File: config.mk
export PLATFORM = sky130hd
export DESIGN_NAME = spi_frame_loader
export DESIGN_NICKNAME = d
export VERILOG_FILES = /design/src/rtl/spi_frame_loader.sv
export SDC_FILE = /design/constraint.sdc
export NUM_CORES = 1
export LEC_CHECK = 0
export CAP_MARGIN = 5
export CORE_MARGIN = 3
export CORE_UTILIZATION = 50
export DETAILED_ROUTE_END_ITERATION = 10
export PLACE_DENSITY = 0.79
export SLEW_MARGIN = 0
export SYNTH_ARGS = -nofsm -noshare
export SYNTH_HDL_FRONTEND = slang
export SYNTH_SLANG_ARGS = --single-unit
export TNS_END_PERCENT = 20
File: constraint.sdc
create_clock -name clk -period 2.4 [get_ports clk]
set_input_delay 0.36 -clock clk [delete_from_list [all_inputs] [get_ports clk]]
set_output_delay 0.36 -clock clk [all_outputs]
set_load 0.02 [all_outputs]
File: src/rtl/spi_frame_loader.sv
// SPI byte-stream to frame-buffer loader: parses row/column headers,
// packs colour bytes into pixel words and drives write/commit strobes.
module spi_frame_loader #(
   parameter int SEGMENTS = 1,
   parameter int ROWS     = 8,
   parameter int COLUMNS  = 32,
   parameter int BITWIDTH = 8,
   parameter int CHANNELS = 3,
   parameter int WRAP_ROW = 0
) (
   input  logic                                   clk,
   input  logic                                   rst,
   input  logic [7:0]                             rx_data,
   input  logic                                   rx_valid,
   input  logic                                   ss,
   input  logic                                   ready,
   output logic [SEGMENTS*CHANNELS*BITWIDTH-1:0]  wdata,
   output logic [$clog2(ROWS)-1:0]                wrow,
   output logic [$clog2(COLUMNS)-1:0]             wcol,
   output logic                                   wen,
   output logic                                   loaded,
   output logic                                   busy,
   output logic [7:0]                             err_count
);

   localparam int NB = SEGMENTS * CHANNELS;
   localparam int WW = NB * BITWIDTH;
   localparam int RW = $clog2(ROWS);
   localparam int CW = $clog2(COLUMNS);
   localparam int BW = $clog2(NB + 1);
   localparam logic [31:0] ROWS_L = ROWS;
   localparam logic [31:0] COLS_L = COLUMNS;

   typedef enum logic [2:0] {
      IDLE, HDR_ROW, HDR_COL, PIXEL, COMMIT, DRAIN
   } state_t;

   state_t state, state_n;

   logic [RW-1:0] row;
   logic [CW-1:0] col;
   logic [BW-1:0] cnt;
   logic          complete;
   logic          last_ready;

   logic        byte_in, rdy_edge, last_byte;
   logic [31:0] byte_w;
   logic        op_pix, ld_row, ld_col, pix_byte;
   logic        pix_abort, commit, clr_cmp, err_inc;

   assign byte_in   = rx_valid & ss;
   assign byte_w    = {24'd0, rx_data};
   assign rdy_edge  = ready & ~last_ready;
   assign last_byte = (cnt == BW'(NB - 1));

   always_ff @(posedge clk) begin
      if (rst) state <= IDLE;
      else     state <= state_n;
   end

   always_comb begin
      state_n   = state;
      op_pix    = 1'b0;
      ld_row    = 1'b0;
      ld_col    = 1'b0;
      pix_byte  = 1'b0;
      pix_abort = 1'b0;
      commit    = 1'b0;
      clr_cmp   = 1'b0;
      err_inc   = 1'b0;
      unique case (state)
         IDLE: begin
            if (byte_in) begin
               if (rx_data[7:4] == 4'hF &&
                   {28'd0, rx_data[3:0]} < ROWS_L) begin
                  op_pix  = 1'b1;
                  state_n = PIXEL;
               end else if (rx_data == 8'h20) begin
                  state_n = HDR_ROW;
               end else if (rx_data == 8'h10) begin
                  state_n = COMMIT;
               end else if (rx_data == 8'h11) begin
                  clr_cmp = 1'b1;
                  state_n = DRAIN;
               end else begin
                  err_inc = 1'b1;
                  state_n = DRAIN;
               end
            end
         end
         HDR_ROW: begin
            if (!ss) begin
               state_n = IDLE;
            end else if (rx_valid) begin
               if (byte_w < ROWS_L) begin
                  ld_row  = 1'b1;
                  state_n = HDR_COL;
               end else begin
                  err_inc = 1'b1;
                  state_n = DRAIN;
               end
            end
         end
         HDR_COL: begin
            if (!ss) begin
               state_n = IDLE;
            end else if (rx_valid) begin
               if (byte_w < COLS_L) begin
                  ld_col  = 1'b1;
                  state_n = PIXEL;
               end else begin
                  err_inc = 1'b1;
                  state_n = DRAIN;
               end
            end
         end
         PIXEL: begin
            if (!ss) begin
               state_n   = IDLE;
               pix_abort = (cnt != '0);
               err_inc   = (cnt != '0);
            end else if (rx_valid) begin
               pix_byte = 1'b1;
            end
         end
         COMMIT: begin
            if (!ss) begin
               commit  = 1'b1;
               state_n = IDLE;
            end
         end
         DRAIN: begin
            if (!ss) state_n = IDLE;
         end
         default: state_n = IDLE;
      endcase
   end

   always_ff @(posedge clk) begin
      if (rst) begin
         row        <= '0;
         col        <= '0;
         cnt        <= '0;
         complete   <= 1'b0;
         last_ready <= 1'b0;
         wdata      <= '0;
         wrow       <= '0;
         wcol       <= '0;
         wen        <= 1'b0;
         loaded     <= 1'b0;
         busy       <= 1'b0;
         err_count  <= '0;
      end else begin
         wen        <= 1'b0;
         loaded     <= 1'b0;
         last_ready <= ready;
         busy       <= (state_n != IDLE);
         if (err_inc && err_count != 8'hFF)
            err_count <= err_count + 8'd1;
         // a commit in the same cycle as a ready edge keeps the frame held
         if (commit) begin
            complete <= 1'b1;
            loaded   <= ~complete;
            row      <= '0;
            col      <= '0;
            wrow     <= '0;
            wcol     <= '0;
         end else if (clr_cmp || rdy_edge) begin
            complete <= 1'b0;
         end
         if (op_pix) begin
            row <= RW'(rx_data[3:0]);
            col <= '0;
            cnt <= '0;
         end
         if (ld_row) row <= RW'(rx_data);
         if (ld_col) begin
            col <= CW'(rx_data);
            cnt <= '0;
         end
         if (pix_abort) cnt <= '0;
         if (pix_byte) begin
            wdata <= (wdata << 8) | WW'(rx_data);
            if (last_byte) begin
               cnt  <= '0;
               wen  <= ~complete;
               wrow <= row;
               wcol <= col;
               if (col == CW'(COLUMNS - 1)) begin
                  col <= '0;
                  if (WRAP_ROW != 0)
                     row <= (row == RW'(ROWS - 1)) ? '0 : row + 1'b1;
               end else begin
                  col <= col + 1'b1;
               end
            end else begin
               cnt <= cnt + 1'b1;
            end
         end
      end
   end

endmodule

==> results.md <==
- The run finished with clean final reports.
- The switching share of total power is between 20 and 25%.
- The number of global-route vias before repair is 2500.
- The count of vias placed by the detailed router is 2595.
- The area after detailed placement is 3460 sq um.
- Setup violations remaining at the end of the flow were counted as 0.
- The number of setup buffers added after CTS is 0.
- The half-perimeter wire length after detailed placement is approximately 4900 microns.
- The starting density of the core is 54.0%.
- Using the TritonRoute via totals, the vias-per-cell ratio works out to roughly 5.4.
- The worst setup path is of the in -> reg kind.
- The proportion of netlist area held by the largest area contributor is ~44%.
- Setup repair after global routing left no endpoint under its margin.
- The detail route stage leaves a number of antenna-violating nets equal to 0.
- The H-tree depth is 3.
- Max-cap violations in this run came to 0.
- Entering global routing, the biggest net connects 26 pins.
- The number of buffers added by the clock tree synthesis step is 9.
- Summing every instance area after synthesis gives approximately 2700 sq um.
- Among all flip-flop cells after synthesis, the most frequent one is sky130_fd_sc_hd__dfxtp_1.
- The internal portion of the total power is 1.65 mW.
- The clock-pin slew of the registers on the worst-case setup and hold paths is 0.07 ns.
- The total leakage power is 1.30 nW.
- The synthesized netlist net count is 339.
- The floorplan step defined a core boundary enclosing just under 5000 sq um.
- The die is 78.8 microns tall.
- Timing would allow up to ~0.48 GHz.
- A synthesized cell averages slightly above 8 sq um.
- The count of flip-flops with a built-in enable after synthesis is 0.
- The number of placement rows is 25.
- The post-synthesis register bit count is 58.
- The critical path required time is roughly 2.6 ns.
- The later pin in the worst-skew pair is clocked with a latency of 0.34 ns.
- The number of distinct library cell variants in the gate-level netlist after synthesis is 54.
- The total design power is 2.15 mW.
- The clock network burns between 40% and 50% of the power.
- After detailed routing, the number of remaining DRC violations is 0.
- The clock net sink count is 58.
- In the global route stage, overall resource usage came out at 23.2%.
- The number of antenna diodes is 0.
- In the post-synthesis netlist, the biggest area contributors are sky130_fd_sc_hd__dfxtp_1, sky130_fd_sc_hd__nand2_1, sky130_fd_sc_hd__a21oi_1.
- The layout cell share with drive strength beyond 1 is between 10% and 20%.
- The largest voltage drop on the vdd net is slightly below 0.5 mV.
- The overall overflow remaining after global route is 0.
- Setup total negative slack on the finished layout was measured at 0 ns.
- The post-CTS resize count is 0.
- The first global-routing pass estimated 11300 microns of wire.
- The total placed cells including tap cells is 461.
- The average routed wire per standard cell is 14.5 microns.
- The portion of the clock cycle consumed by the worst path in the final layout is about 87%.
- After the flow finishes, the layout carries non-filler instances totaling 477.
- The data arrival time at the worst-slack endpoint is 2.32 ns.
- The number of hold buffers added after CTS was 0.
- The number of antenna violations at the first check in global routing came to 0.
- Compared with the post-synthesis result, the final layout area differs by 38.7%.
- After detailed routing, the total wire length is 6900 microns.
- The final weighted congestion of routability-driven global placement is between 0.8 and 0.9.
- The die covers 6210 sq um.
- The combinational fraction of design power is 7.5%.
- After technology mapping, the gate count stands at 323.
- In this run the power density over the cells is 585 nW/um^2.
- The tree is rooted in a sky130_fd_sc_hd__clkbuf_8.
- Along the worst path, the maximum fanout reaches 8.
- The switching power total is 0.496 mW.
- The clock arrives with between 0.007 and 0.008 ns of skew.
- Measured against its own limit, the worst slew margin works out to 50.3%.
- The slew at the pin closest to its max-slew limit is 0.739 ns.
- The number of buffers on the longest clock path is 2.
- The kind of end point of the critical path is a flop.
- The detailed router finished its first iteration with 128 violations.
- The number of buffers added on ports is between 50 and 60.
- Counting I/O delays and the setup requirement, the final critical path takes 2.09 ns.
- The net count reported at finish is 421.
- The number of hold-slack violations in the final timing report is 0.
- TritonCTS built the clock tree.
- Yosys printed 0 warnings.
- Pin placement for this block handled 56 I/O pins.
- In the synthesized netlist the async set-or-reset flop fraction comes to 0%.
- In this run the horizontal extent of the chip is 78.8 microns.
- The total count of max-transition violations in the final report is 0.
- The library cell occupying the most area in the post-synthesis netlist is sky130_fd_sc_hd__dfxtp_1.
- The worst hold path class is in -> reg.
- The proportion of synthesized chip area in sequential cells is 43.8%.
- The first-pass iteration count of the detailed router is 4.
- The worst setup path is launched from an input port.
- Registers are responsible for 45.5% of the overall power.
- The finished cells cover 3680 sq um.
## state kept, by name (all words and copies together) (netlist names)
name	cells
busy	1
cnt	2
col	5
complete	1
err_count	8
last_ready	1
loaded	1
row	3
state	3
wcol	5
wdata	24
wen	1
wrow	3
## area by class of cell
type	count	area (sq um)
clock buffer	11	141
clock inverter	5	77.6
fill	394	1230
inverter	11	41.3
multi-input combinational	235	1360
sequential	58	1160
tap	67	83.8
timing repair buffer	90	808
## power by group through the flow
stage          clock network (mW)  logic (mW)  registers [mW]
2_1_floorplan                   0      0.0709            1.00
3_3_place_gp                    0       0.159            1.00
3_5_place_dp                    0       0.160            1.00
4_1_cts                      1.03       0.161           0.978
5_1_grt                      1.08       0.173           0.979
6_report                     1.01       0.162           0.978
## cells by family (layout without fill, tap and decap cells)
| family | Yosys count | count (layout) | share of synthesized area, % |
|---|---|---|---|
| simple gates | 145 | 145 | 26.6 |
| compound gates | 79 | 79 | 20.3 |
| flops | 58 | 58 | 43.8 |
| buf+inv | 30 | 117 | 4.77 |
| mux | 5 | 5 | 2.12 |
| fa+ha+maj | 3 | 3 | 1.42 |
| xor+xnor | 3 | 3 | 0.992 |
## per-stage QoR
step	hold slack, ns	util (%)	setup slack (ns)
finish	0.440	74.9	0.309
global route	0.439	74.9	0.244
CTS	0.432	74.9	0.315
detailed placement	0.446	70.4	-0.0447
global placement	0.442	70.4	-0.0319
floorplan	0.420	-	0.474
## Yosys cell counts (3+ instances only)
cell and instances:
sky130_fd_sc_hd__a21oi_1 43, sky130_fd_sc_hd__a211oi_1 6, sky130_fd_sc_hd__clkbuf_1 15, sky130_fd_sc_hd__ha_1 3, sky130_fd_sc_hd__nor2b_1 5, sky130_fd_sc_hd__a221oi_1 5, sky130_fd_sc_hd__nand3_1 19, sky130_fd_sc_hd__or3_1 4
sky130_fd_sc_hd__inv_1 11, sky130_fd_sc_hd__nor3_1 8, sky130_fd_sc_hd__nand3b_1 3, sky130_fd_sc_hd__mux2_2 4, sky130_fd_sc_hd__nand2_1 67, sky130_fd_sc_hd__nor2_1 21, sky130_fd_sc_hd__o21ai_0 3, sky130_fd_sc_hd__dfxtp_1 58
sky130_fd_sc_hd__nor4_1 3
## metal layers
metal	GRT usage, %	part of all wire (%)	vias up
li1	-	-	1299
met1	28.5	44	1197
met2	38.2	48	85
met3	7.03	6.7	14
met4	8.92	1.7	0
met5	0	0	-
## path summary, 6_finish.rpt
| check | start | end | slack, ns | depth (start not counted) |
|---|---|---|---|---|
| worst min-delay path | rst | wdata[0] | 0.44 | 2 |
| worst max register to register | state[2] | err_count[7] | 0.35 | 6 |
| worst max-delay path | rx_data[6] | err_count[7] | 0.31 | 6 |
| worst min register to register | wdata[22] | wdata[22] | 0.46 | 2 |
## cell usage in the layout, fill, tap and decap left out, types with 4 or more instances in the layout
master	Yosys	routed
sky130_fd_sc_hd__nand2_1	67	67
sky130_fd_sc_hd__dfxtp_1	58	58
sky130_fd_sc_hd__clkdlybuf4s50_1	0	54
sky130_fd_sc_hd__a21oi_1	43	43
sky130_fd_sc_hd__buf_4	0	35
sky130_fd_sc_hd__nor2_1	21	21
sky130_fd_sc_hd__nand3_1	19	19
sky130_fd_sc_hd__inv_1	11	11
sky130_fd_sc_hd__clkbuf_8	1	10
sky130_fd_sc_hd__nor3_1	8	8
sky130_fd_sc_hd__a211oi_1	6	6
sky130_fd_sc_hd__a221oi_1	5	5
sky130_fd_sc_hd__nor2b_1	5	5
sky130_fd_sc_hd__or3_1	4	4
sky130_fd_sc_hd__mux2_2	4	4
## critical path, stage by stage
cell                              delay, ns
sky130_fd_sc_hd__clkdlybuf4s50_1       0.50
sky130_fd_sc_hd__nor3_4                0.27
sky130_fd_sc_hd__or4b_4                0.54
sky130_fd_sc_hd__nand4_2               0.23
sky130_fd_sc_hd__a2111oi_2             0.11
sky130_fd_sc_hd__mux2_1                0.31
No activity file was read; power rests on OpenSTA's default activity.
